$ cat src/rtl/seven_seg_scan_decoder_if.sv
// Display-bus monitor interface: scanned active-low anode/segment inputs
// and the reconstructed HH:MM:SS time with its status pulses.
interface seven_seg_scan_decoder_if;
  logic [7:0]  AN;
  logic [6:0]  SevenSeg;
  logic [23:0] time_bcd;
  logic        frame_valid;
  logic        range_err;
  logic        seg_err;
  logic        stale;

  modport master (
    output AN, SevenSeg,
    input  time_bcd, frame_valid, range_err, seg_err, stale
  );

  modport slave (
    input  AN, SevenSeg,
    output time_bcd, frame_valid, range_err, seg_err, stale
  );
endinterface

$ cat src/rtl/seven_seg_scan_decoder.sv
// Samples an asynchronous multiplexed seven-segment scan bus and rebuilds the
// six BCD time digits, flagging malformed patterns, illegal times and a stalled scan.
module seven_seg_scan_decoder #(
  parameter int unsigned STABLE_CYCLES = 4,
  parameter int unsigned TIMEOUT       = 100000
) (
  input logic                     CLK,
  input logic                     RST,
  seven_seg_scan_decoder_if.slave bus
);

  localparam int unsigned AN_W  = 8;
  localparam int unsigned SEG_W = 7;
  localparam int unsigned PAT_W = AN_W + SEG_W;
  localparam int unsigned STB_W = 8;
  localparam int unsigned TMO_W = 24;
  localparam int unsigned NDIG  = 6;
  localparam int unsigned BCD_W = 4 * NDIG;

  localparam logic [STB_W-1:0] STB_MAX = '1;
  localparam logic [STB_W-1:0] STB_TGT = STB_W'(STABLE_CYCLES);
  localparam logic [TMO_W-1:0] TMO_TGT = TMO_W'(TIMEOUT);

  logic [PAT_W-1:0] sync1, sync2, pat_prev;
  logic [STB_W-1:0] stb_cnt, stb_nxt;
  logic             armed;
  logic [BCD_W-1:0] shadow;
  logic [NDIG-1:0]  seen, seen_base, cap_mask;
  logic [TMO_W-1:0] tmo_cnt, tmo_nxt;

  logic [BCD_W-1:0] time_bcd_q;
  logic             frame_valid_q, range_err_q, seg_err_q, stale_q;

  logic [AN_W-1:0]  an_s;
  logic [SEG_W-1:0] seg_s;
  logic             changed, settled, idle, an_one_hot, code_ok, cap, bad, frame_done;
  logic [2:0]       pos;
  logic [3:0]       digit;

  assign an_s  = sync2[PAT_W-1 -: AN_W];
  assign seg_s = sync2[SEG_W-1:0];

  function automatic logic range_bad(input logic [BCD_W-1:0] t);
    return (t[7:4] > 4'd5) || (t[15:12] > 4'd5) || (t[23:20] > 4'd2) ||
           ((t[23:20] == 4'd2) && (t[19:16] > 4'd3));
  endfunction

  // Hold counter counts the cycles S has shown its current value, so a pattern
  // is settled on the edge its hold reaches STABLE_CYCLES.
  always_comb begin : p_settle
    changed = (sync2 != pat_prev);
    if (changed) begin
      stb_nxt = STB_W'(1);
    end else if (stb_cnt == STB_MAX) begin
      stb_nxt = stb_cnt;
    end else begin
      stb_nxt = stb_cnt + STB_W'(1);
    end
    settled = (stb_nxt == STB_TGT) && (armed || changed);
  end

  // Anode position and segment-code decode of the synchronised pattern.
  always_comb begin : p_decode
    pos        = 3'd0;
    an_one_hot = 1'b0;
    case (an_s)
      8'b1111_1011: begin pos = 3'd0; an_one_hot = 1'b1; end
      8'b1111_0111: begin pos = 3'd1; an_one_hot = 1'b1; end
      8'b1110_1111: begin pos = 3'd2; an_one_hot = 1'b1; end
      8'b1101_1111: begin pos = 3'd3; an_one_hot = 1'b1; end
      8'b1011_1111: begin pos = 3'd4; an_one_hot = 1'b1; end
      8'b0111_1111: begin pos = 3'd5; an_one_hot = 1'b1; end
      default:      ;
    endcase

    digit   = 4'd0;
    code_ok = 1'b1;
    case (seg_s)
      7'b0000001: digit = 4'd0;
      7'b1001111: digit = 4'd1;
      7'b0010010: digit = 4'd2;
      7'b0000110: digit = 4'd3;
      7'b1001100: digit = 4'd4;
      7'b0100100: digit = 4'd5;
      7'b0100000: digit = 4'd6;
      7'b0001111: digit = 4'd7;
      7'b0000000: digit = 4'd8;
      7'b0000100: digit = 4'd9;
      default:    code_ok = 1'b0;
    endcase

    idle     = (an_s == '1);
    cap      = settled && an_one_hot && code_ok;
    bad      = settled && !idle && !(an_one_hot && code_ok);
    cap_mask = cap ? (NDIG'(1) << pos) : '0;
  end

  // A full seen set publishes the frame; a capture on that edge starts the next one.
  always_comb begin : p_frame
    frame_done = (seen == '1);
    seen_base  = frame_done ? '0 : seen;
    if (frame_done) begin
      tmo_nxt = '0;
    end else if (tmo_cnt == TMO_TGT) begin
      tmo_nxt = tmo_cnt;
    end else begin
      tmo_nxt = tmo_cnt + TMO_W'(1);
    end
  end

  always_ff @(posedge CLK or posedge RST) begin : p_regs
    if (RST) begin
      sync1         <= '0;
      sync2         <= '0;
      pat_prev      <= '0;
      stb_cnt       <= '0;
      armed         <= 1'b1;
      shadow        <= '0;
      seen          <= '0;
      tmo_cnt       <= '0;
      time_bcd_q    <= '0;
      frame_valid_q <= 1'b0;
      range_err_q   <= 1'b0;
      seg_err_q     <= 1'b0;
      stale_q       <= 1'b0;
    end else begin
      sync1    <= {bus.AN, bus.SevenSeg};
      sync2    <= sync1;
      pat_prev <= sync2;
      stb_cnt  <= stb_nxt;

      if (settled) begin
        armed <= 1'b0;
      end else if (changed) begin
        armed <= 1'b1;
      end

      if (cap) begin
        shadow[{pos, 2'b00} +: 4] <= digit;
      end
      seen <= seen_base | cap_mask;

      if (frame_done) begin
        time_bcd_q <= shadow;
      end
      frame_valid_q <= frame_done;
      range_err_q   <= frame_done && range_bad(shadow);
      seg_err_q     <= bad;

      tmo_cnt <= tmo_nxt;
      stale_q <= (tmo_nxt == TMO_TGT);
    end
  end

  assign bus.time_bcd    = time_bcd_q;
  assign bus.frame_valid = frame_valid_q;
  assign bus.range_err   = range_err_q;
  assign bus.seg_err     = seg_err_q;
  assign bus.stale       = stale_q;

endmodule

$ cat src/flat_wrapper.sv
// flat-port wrapper written by rule: the top's interface ports become plain ports
module seven_seg_scan_decoder_flat 
#(
  parameter int unsigned STABLE_CYCLES = 4,
  parameter int unsigned TIMEOUT       = 100000
)
  (CLK, RST, bus_AN, bus_SevenSeg, bus_time_bcd, bus_frame_valid, bus_range_err, bus_seg_err, bus_stale);
  seven_seg_scan_decoder_if bus_i ();
  input logic CLK;
  input logic RST;
  input wire logic [$bits(bus_i.AN)-1:0] bus_AN;
  input wire logic [$bits(bus_i.SevenSeg)-1:0] bus_SevenSeg;
  output wire logic [$bits(bus_i.time_bcd)-1:0] bus_time_bcd;
  output wire logic [$bits(bus_i.frame_valid)-1:0] bus_frame_valid;
  output wire logic [$bits(bus_i.range_err)-1:0] bus_range_err;
  output wire logic [$bits(bus_i.seg_err)-1:0] bus_seg_err;
  output wire logic [$bits(bus_i.stale)-1:0] bus_stale;
  assign bus_i.AN = bus_AN;
  assign bus_i.SevenSeg = bus_SevenSeg;
  assign bus_time_bcd = bus_i.time_bcd;
  assign bus_frame_valid = bus_i.frame_valid;
  assign bus_range_err = bus_i.range_err;
  assign bus_seg_err = bus_i.seg_err;
  assign bus_stale = bus_i.stale;
  seven_seg_scan_decoder #(.STABLE_CYCLES(STABLE_CYCLES), .TIMEOUT(TIMEOUT)) u_core (.CLK(CLK), .RST(RST), .bus(bus_i));
endmodule
$ cat config.mk
export PLATFORM = sky130hd
export DESIGN_NAME = seven_seg_scan_decoder_flat
export DESIGN_NICKNAME = d
export VERILOG_FILES = /design/src/rtl/seven_seg_scan_decoder_if.sv /design/src/rtl/seven_seg_scan_decoder.sv /design/src/flat_wrapper.sv
export SDC_FILE = /design/constraint.sdc
export NUM_CORES = 1
export LEC_CHECK = 0
export CAP_MARGIN = 40
export CELL_PAD_IN_SITES_DETAIL_PLACEMENT = 1
export CELL_PAD_IN_SITES_GLOBAL_PLACEMENT = 1
export CORE_ASPECT_RATIO = 0.5
export CORE_MARGIN = 10
export CORE_UTILIZATION = 49
export CTS_BUF_LIST = sky130_fd_sc_hd__clkbuf_2 sky130_fd_sc_hd__clkbuf_4 sky130_fd_sc_hd__clkbuf_8
export CTS_CLUSTER_DIAMETER = 150
export DETAILED_ROUTE_END_ITERATION = 6
export PLACE_DENSITY_LB_ADDON = 0.1
export SETUP_SLACK_MARGIN = 0.4
export SLEW_MARGIN = 5
export SYNTH_ARGS = -nofsm -noshare
export SYNTH_HDL_FRONTEND = slang
export SYNTH_SLANG_ARGS = --single-unit
$ cat constraint.sdc
create_clock -name CLK -period 5.6 [get_ports CLK]
set_input_delay 1.68 -clock CLK [delete_from_list [all_inputs] [get_ports CLK]]
set_output_delay 1.68 -clock CLK [all_outputs]
set_load 0.005 [all_outputs]
==> metrics.csv, run 1 <==
metric;value;unit
finalCriticalPeriod;3.29;ns
status;finished, final reports clean;
clock_tree.buffer_depth;2;
async_flop_share;100;%
gp_congestion;0.814;
syn_area_per_cell;10.8;um^2
antenna_found_initial;0;
first_pass_iters;4;
synth_edf_count;0;
seq_area;3400;um^2
synth.most_common_cell;dfrtp_1;
setup_viol;0;
rsz0062_at_grt;no;
num_io_pins;45;
fin_tns_setup;0;ns
synth_area_leaders;dfrtp_1 54%, nand2_1 5.2%, xnor2_1 3.5%;
synth.top_cells.by_count;135 x dfrtp_1, 87 x nand2_1, 38 x nor2_1;
cap_viol_max_count;0;
syn2layout_area_growth;15.6;%
syn_nets;600;
fp.dieH;99.7;um
port_buffers;44;
drt-total-wl;15100;um
crit_end;u_core.shadow[19];
worstReg2RegEnd;u_core.shadow[19];
cp.required;5.96;ns
insertion_delay;0.48;ns
yosysSeqAreaShare;54.7;%
synth_seq_cells;136;
wl_per_cell;19.1;um
clkSlewWorstSetupHoldPaths;0.09;ns
drt_iter0_markers;361;
worstSetupStartpoint;u_core.sync2[12];
hold_viol;0;
cts.repair.resized;0;
vdd_drop_max;0.000150;V
leakagePower;3.12;nW
start_util;51.4;%
cts_setup_buffers;0;
synth_cells;574;
cp_max_fo;14;
relSlewSlack;43.0;%
path_class;reg -> reg;
endpoint_kind;flop;
grt_pass1_wl;25300;um
cts_root_buffer;clkbuf_8;
fin_util;59.4;%
hpwlAfterDp;10400;um
hold_path_class;reg -> reg;
fp.coreArea;12100;um^2
pre_cts_ws;2.46;ns
fmax;0.304;GHz
worst_slew_pin_slew;0.855;ns
grt.overflow.total;0;
fin_ws;2.31;ns
vias;4469;
via_per_inst;5.65;
fp.dieW;179;um
drive_gt1_share;13.7;%
hold-worst-slack;0.350;ns
track_usage;17.4;%
cp.arrival;3.65;ns
rr_worst_depth;9;
numCtsBuffers;17;
drc;0;
power_density;262;nW/um^2
nNetsFinal;639;
grt_max_degree;69;
yosysTopAreaCellShare;54.3;%
drtAntennaViolNets;0;
worstReg2RegStart;u_core.sync2[12];
synthesis.area;6230;um^2
n_fill_cell;1318;
clock_skew;0.0137;ns
num_antenna_cells;0;
cts_tree;built;
holdBufCountCts;0;
h-tree-depth;4;
grt_pass1_vias;4849;
post-synth-top-area-cell;dfrtp_1;
fp-row-count;28;
yosys_warnings;0;
clock-sinks;136;
die_area;17900;um^2
slew_viol_final;0;
multi_input_area;2630;um^2
total_power;1.89;mW
ys_types;67;
regToRegSetupSlack;2.31;ns
start_kind;flop;
finalCritPeriodShare;58.8;%
ys.flop_type;dfrtp_1;
==> per-layer routing <==
metal	part of all wire, %	vias to the layer above	GRT usage (%)	routed length (um)
li1	-	2087	-	-
met2	50	63	29.9	7610
met4	1.3	0	7.33	189
met5	0	-	0	0
met1	45	2304	21.0	6850
met3	2.9	15	3.69	440
==> report_power, final <==
group	leakage (nW)	internal (mW)	switching, mW
clock network	0.199	0.334	0.472
registers	1.77	0.997	0.0192
logic	1.15	0.0284	0.0354
total	3.12	1.36	0.527
==> worst min-delay path by stage <==
stage,from,to,slack [ns],cells past startpoint
after global placement,u_core.sync1[2],u_core.sync2[2],0.33,0
after CTS,u_core.sync1[10],u_core.sync2[10],0.35,0
after floorplan,u_core.sync1[0],u_core.sync2[0],0.33,0
final,u_core.sync1[10],u_core.sync2[10],0.35,0
after global routing,u_core.sync1[5],u_core.sync2[5],0.36,0
after detailed placement,u_core.sync1[2],u_core.sync2[2],0.34,0
==> worst max-delay path: stages (launching register included) <==
cell	delay, ns
dfrtp_1	0.56
xor2_1	0.19
nand3_1	0.15
or2_2	0.35
ha_1	0.24
ha_1	0.36
a211oi_1	0.44
nand3_1	0.18
nor4_4	0.30
mux2_2	0.39
==> placed cells by master, fill, tap and decap left out, types with 3 or more instances in the layout <==
master	count
nor3_1	12
o31ai_1	4
nand4b_1	4
or3_1	5
nand2_1	87
clkbuf_8	17
xnor2_1	25
xor2_1	11
nand3_1	22
ha_1	9
dfrtp_1	135
and4_1	3
inv_6	6
nand2b_1	9
mux2_2	18
clkdlybuf4s50_1	44
inv_8	5
mux2i_1	13
nor4_2	4
a21oi_1	14
a31oi_1	4
nand3b_1	3
and3_1	5
nand4_1	14
clkinv_4	3
a31o_2	4
inv_1	13
o21ai_0	10
or2_2	3
nor4_4	6
and2_1	9
nor4_1	13
nor2_1	38
or4_1	6
==> sequential cells by signal (all words and copies together) (netlist names), 6 cells and up <==
register and count:
u_core.bus.time_bcd 24, u_core.shadow 24, u_core.tmo_cnt 24, u_core.pat_prev 15, u_core.sync1 15, u_core.sync2 15, u_core.stb_cnt 8, u_core.seen 6
==> metrics by stage <==
| step | instance area, um^2 | cells |
|---|---|---|
| after global placement | 6780 | 757 |
| after floorplan | 6230 | 574 |
| after CTS | 7190 | 791 |
| after global routing | 7190 | 791 |
| final | 7190 | 791 |
| after detailed placement | 6810 | 759 |
==> final cells by class <==
cell class,count,share of cell area (%)
timing repair buffer,49,7.04
inverter,16,0.887
tap,165,2.87
clock buffer,17,3.25
clock inverter,15,2.10
sequential,136,47.3
multi-input combinational,393,36.5
==> cells by family (layout without fill, tap and decap cells) <==
logic type / count (synthesis) / count (layout) / share of synthesized area (%)
AND/OR/NAND/NOR: 258 / 258 / 23.5
flip-flops: 136 / 136 / 54.7
AO/OA/AOI/OAI: 58 / 58 / 6.35
buffers and inverters: 45 / 97 / 3.11
XOR/XNOR: 36 / 36 / 5.06
multiplexers: 32 / 32 / 5.53
adder cells (fa/ha/maj): 9 / 9 / 1.81
Power figures use the tool's default switching activity.
==> run 2: changes to the inputs <==
Clock period 5.6 ns to 3.2 ns, I/O delays scaled along.
==> run 2 against run 1 <==
Compared with the run above:
- combinational power grew 120%
- via count grew 3.1%
- die area is the same
- clock skew grew 0.0086 ns
- first-iteration DRC count grew 5.3%
- power grew 80%
- critical endpoint is now u_core.shadow[8]
- largest power group unchanged
==> metrics.csv, run 2 (synthesized netlist as in run 1, its figures left out) <==
metric;value;unit
seq_area;3410;um^2
grt.overflow.total;0;
numCtsBuffers;17;
drtAntennaViolNets;0;
drive_gt1_share;21.7;%
h-tree-depth;4;
first_pass_iters;4;
fp.dieH;99.7;um
clock_tree.buffer_depth;2;
setup_viol;0;
nNetsFinal;673;
cp.arrival;3.12;ns
hold_viol;0;
status;finished, final reports clean;
cp_common_cell;ha_4;
power_density;447;nW/um^2
fp.dieW;179;um
regToRegSetupSlack;0.44;ns
rsz0062_at_grt;no;
cts_root_buffer;clkbuf_8;
min_from;u_core.sync1[9];
fmax;0.362;GHz
dp.cells;771;
clkSlewWorstSetupHoldPaths;0.10;ns
fp.coreArea;12100;um^2
num_antenna_cells;0;
layout_commonest_cell;dfrtp_1;
multi_input_area;2760;um^2
vdd_drop_max;0.000241;V
finalCriticalPeriod;2.76;ns
start_kind;flop;
port_buffers;44;
syn2layout_area_growth;22.2;%
cp_max_fo;5;
relSlewSlack;43.5;%
cap_viol_max_count;0;
via_per_inst;5.58;
finalCritPeriodShare;86.4;%
min_to;u_core.sync2[9];
hpwlAfterDp;10300;um
path_class;reg -> reg;
min_delay_path_depth;0;
clock_skew;0.0223;ns
cp.required;3.55;ns
crit_slowest_cell;dfrtp_2;
fp-row-count;28;
grt_max_degree;54;
wl_per_cell;19.7;um
vias;4606;
crit_chain;xor2_1 -> nand3_1 -> or2_2 -> ha_4 -> ha_4 -> and3_4 -> nand3_2 -> nor4_4 -> buf_4 -> mux2_2;
insertion_delay;0.47;ns
grt_pass1_vias;4719;
die_area;17900;um^2
clock-sinks;136;
finalNonFillerCells;825;
num_io_pins;45;
drc;0;
slew_viol_final;0;
drt-total-wl;16200;um
worstReg2RegStart;u_core.sync2[12];
n_fill_cell;1288;
cts_tree;built;
rr_worst_depth;10;
worstReg2RegEnd;u_core.shadow[8];
holdBufCountCts;0;
endpoint_kind;flop;
drt_iter0_markers;380;
mostFrequentLayoutCells;127 x dfrtp_1, 84 x nand2_1, 44 x clkdlybuf4s50_1, 37 x buf_4, 36 x nor2_1;
worst_slew_pin_slew;0.848;ns
antenna_found_initial;0;
hold_path_class;reg -> reg;
max_stage_delay;0.46;ns
fin_tns_setup;0;ns
start_util;51.4;%
gp_congestion;0.834;
track_usage;17.3;%
grt_pass1_wl;25600;um
leakagePower;3.31;nW
[run 2: changes by cell type in the layout (fill, tap and decap cells not counted), sizes merged]
cell	change
buf	+34
bufinv	+1
clkinv	-2
clkinvlp	+2
inv	-1
[run 2: layout make-up]
| cell class | count | area share [%] |
|---|---|---|
| Sequential cell | 136 | 44.9 |
| Multi-Input combinational cell | 393 | 36.2 |
| Timing Repair Buffer | 83 | 9.96 |
| Clock buffer | 17 | 3.07 |
| Tap cell | 165 | 2.71 |
| Clock inverter | 15 | 2.30 |
| Inverter | 16 | 0.839 |
[run 2: per-layer routing]
| metal | track usage, % | vias to the layer above | routed length, um |
|---|---|---|---|
| met5 | 0 | - | 0 |
| met4 | 5.56 | 0 | 255 |
| met3 | 3.94 | 27 | 565 |
| met2 | 28.7 | 83 | 8060 |
| met1 | 22.3 | 2348 | 7360 |
| li1 | - | 2148 | - |
[run 2: how the worst max path moves through the flow]
| stage | slack, ns | startpoint | to | depth (start not counted) |
|---|---|---|---|---|
| after detailed placement | 0.29 | u_core.sync2[12] | u_core.shadow[8] | 9 |
| after floorplan | 0.43 | u_core.sync2[12] | u_core.shadow[16] | 10 |
| final | 0.44 | u_core.sync2[12] | u_core.shadow[8] | 10 |
| after CTS | 0.41 | u_core.sync2[12] | u_core.shadow[4] | 10 |
| after global placement | 0.40 | u_core.sync2[12] | u_core.shadow[9] | 9 |
| after global routing | 0.34 | u_core.sync2[14] | u_core.shadow[17] | 11 |
[run 2: report_power, final]
part	internal (mW)	switching [mW]	leakage, nW
Sequential	1.75	0.0309	1.76
Clock	0.664	0.819	0.204
Combinational	0.0639	0.0792	1.34
Total	2.47	0.929	3.31
[run 2: what timing repair did]
action,4_1_cts,5_1_grt
pin swaps,2,10
resized for setup,5,30
endpoints found under the hold margin,0,0
endpoints found under the setup margin,18,24
buffers inserted,5,17
[run 2: worst max-delay path: cells and delay by family (launching register included)]
family	cells	cell delay [ns]
buf+inv	1	0.19
mux	1	0.33
xor+xnor	1	0.16
simple gates	5	1.03
flops	1	0.46
fa+ha+maj	2	0.49
[run 2: stage by stage]
step / area, um^2 / total power [mW] / worst slack (ns) / util [%] / hold WS [ns]
after floorplan: 6230 / 1.87 / 0.433 / - / 0.331
after global placement: 6900 / 1.92 / 0.397 / 56.9 / 0.332
after detailed placement: 6900 / 1.93 / 0.293 / 56.9 / 0.336
after CTS: 7350 / 3.41 / 0.412 / 60.7 / 0.357
after global routing: 7610 / 3.55 / 0.341 / 62.8 / 0.364
final: 7610 / 3.40 / 0.437 / 62.8 / 0.355
==> run 3: changes to the inputs <==
Settings changed: CORE_MARGIN 10 to 3, CORE_UTILIZATION 49 to 44, RECOVER_POWER set to 50.
Clock period 3.2 ns to 2.4 ns, I/O delays scaled along.
==> run 3 against run 2 <==
Compared with the run above:
- the run now ends with negative setup slack left
- first-iteration DRC count fell by 43%
- non-clock buffer count rose by 85
- die area fell by 12%
- largest cell class unchanged
- largest power group unchanged
- clock skew fell by 0.011 ns
- critical path type unchanged
- utilization fell by 0.22 points
- critical path depth did not move
- sequential share of layout area fell by 5.0 points
- global-route usage rose by 4.3 points
- hold slack got worse by 0.00077 ns
==> metrics.csv, run 3 (synthesized netlist as in run 1, its figures left out) <==
metric;value;unit
fp-row-count;30;
grt.overflow.total;0;
grt_max_degree;97;
worstSetupStartpoint;u_core.stb_cnt[1];
wl_per_cell;18.1;um
n_fill_cell;1441;
drc;0;
slew_viol_final;0;
cts_tree;built;
die_area;15700;um^2
vias;4929;
path_class;reg -> reg;
holdBufCountCts;0;
first_pass_iters;6;
fin_area;8570;um^2
insertion_delay;0.44;ns
min_delay_path_depth;0;
status;finished with violations;
worst_slew_pin_slew;0.541;ns
cap_viol_max_count;0;
num_antenna_cells;0;
cp.required;2.76;ns
hpwlAfterDp;11400;um
power_density;497;nW/um^2
worstReg2RegStart;u_core.stb_cnt[1];
port_buffers;44;
mostFrequentLayoutCells;124 x dfrtp_1, 108 x buf_4, 84 x nand2_1, 35 x nor2_1, 28 x dlygate4sd2_1;
regToRegSetupSlack;-0.27;ns
min_to;u_core.sync2[8];
violations;negative setup slack;
dp.cells;876;
grtUsageMet2;37.3;%
worstReg2RegEnd;u_core.shadow[0];
use_met3;4.94;%
drtAntennaViolNets;0;
start_kind;flop;
drt-total-wl;16900;um
nNetsFinal;758;
total_power;4.26;mW
fin_ws;-0.267;ns
h-tree-depth;4;
hold_viol;0;
antenna_found_initial;0;
drive_gt1_share;34.8;%
relSlewSlack;63.9;%
start_util;45.4;%
vdd_drop_max;0.000456;V
hold-worst-slack;0.354;ns
numCtsBuffers;17;
cp_max_fo;7;
clock_tree.buffer_depth;2;
via_per_inst;5.26;
finalNonFillerCells;937;
grt_pass1_vias;5274;
place_area;7680;um^2
fp.coreArea;13700;um^2
cts_root_buffer;clkbuf_8;
drt_iter0_markers;218;
gp_congestion;0.828;
leakagePower;3.99;nW
hold_path_class;reg -> reg;
finalCritPeriodShare;111;%
grt_pass1_wl;27000;um
fmax;0.375;GHz
track_usage;21.7;%
fp.dieH;90.1;um
finalCriticalPeriod;2.67;ns
fp.dieW;174;um
rr_worst_depth;10;
clkSlewWorstSetupHoldPaths;0.08;ns
cp.arrival;3.02;ns
endpoint_kind;flop;
num_io_pins;45;
rsz0062_at_grt;yes;
grt_use_met1;27.6;%
fin_util;62.6;%
busiest_layer;met2;
min_from;u_core.sync1[8];
syn2layout_area_growth;37.7;%
setup_viol;24;
clock-sinks;136;
clock_skew;0.0111;ns
layout_commonest_cell;dfrtp_1;
==> run 3: changes by cell type in the layout (fill, tap and decap cells not counted), sizes merged <==
cell | before | now
clkdlybuf4s50 | 44 | 16
clkinvlp | 3 | 4
dlygate4sd2 | 0 | 28
clkinv | 4 | 9
buf | 39 | 124
inv | 23 | 17
bufinv | 1 | 0
clkbuf | 17 | 18
==> run 3: routing by layer <==
metal | routed length [um] | vias to the layer above | part of all wire, %
met4 | 140 | 0 | 0.83
met1 | 7360 | 2533 | 43
met3 | 402 | 12 | 2.4
met2 | 9040 | 59 | 53
li1 | - | 2325 | -
met5 | 0 | - | 0
==> run 3: area by class of cell <==
class,count,area [um^2],area share (%)
sequential,136,3420,39.9
clock buffer,18,241,2.82
tap,192,240,2.80
inverter,16,63.8,0.745
timing repair buffer,168,1440,16.8
clock inverter,14,98.8,1.15
multi-input combinational,393,3070,35.8
==> run 3: how the worst max path moves through the flow <==
stage                              endpoint  slack, ns
after floorplan           u_core.shadow[16]      -0.25
after global routing      u_core.shadow[11]      -0.34
after CTS                 u_core.shadow[11]      -0.22
after global placement    u_core.shadow[16]      -0.17
after detailed placement  u_core.shadow[19]      -0.29
final                      u_core.shadow[0]      -0.27
==> run 3: repair_timing <==
| item | in CTS | in global routing |
|---|---|---|
| resized for setup | 65 | 40 |
| pin swaps | 18 | 22 |
| buffers inserted | 18 | 11 |
| endpoints found under the setup margin | 64 | 38 |
==> run 3: where the power goes <==
| group | total, mW | internal [mW] | switching [mW] |
|---|---|---|---|
| registers | 2.36 | 2.33 | 0.0273 |
| clock network | 1.68 | 0.730 | 0.950 |
| logic | 0.221 | 0.103 | 0.118 |
| total | 4.26 | 3.16 | 1.10 |
==> run 3: critical path, cell delays in order (launching register included) <==
cell and delay [ns]:
dfrtp_1 0.44, ha_4 0.20, a21bo_4 0.21, mux2i_1 0.16
a41oi_2 0.16, or4_4 0.46, buf_12 0.17, buf_12 0.12
nor4_4 0.27, buf_4 0.20, mux2i_1 0.19
==> run 3: per-stage QoR <==
| step | setup TNS (ns) | setup slack [ns] |
|---|---|---|
| floorplan | -4.62 | -0.251 |
| global placement | -2.66 | -0.175 |
| detailed placement | -4.94 | -0.285 |
| CTS | -4.49 | -0.218 |
| global route | -7.02 | -0.340 |
| finish | -5.00 | -0.267 |
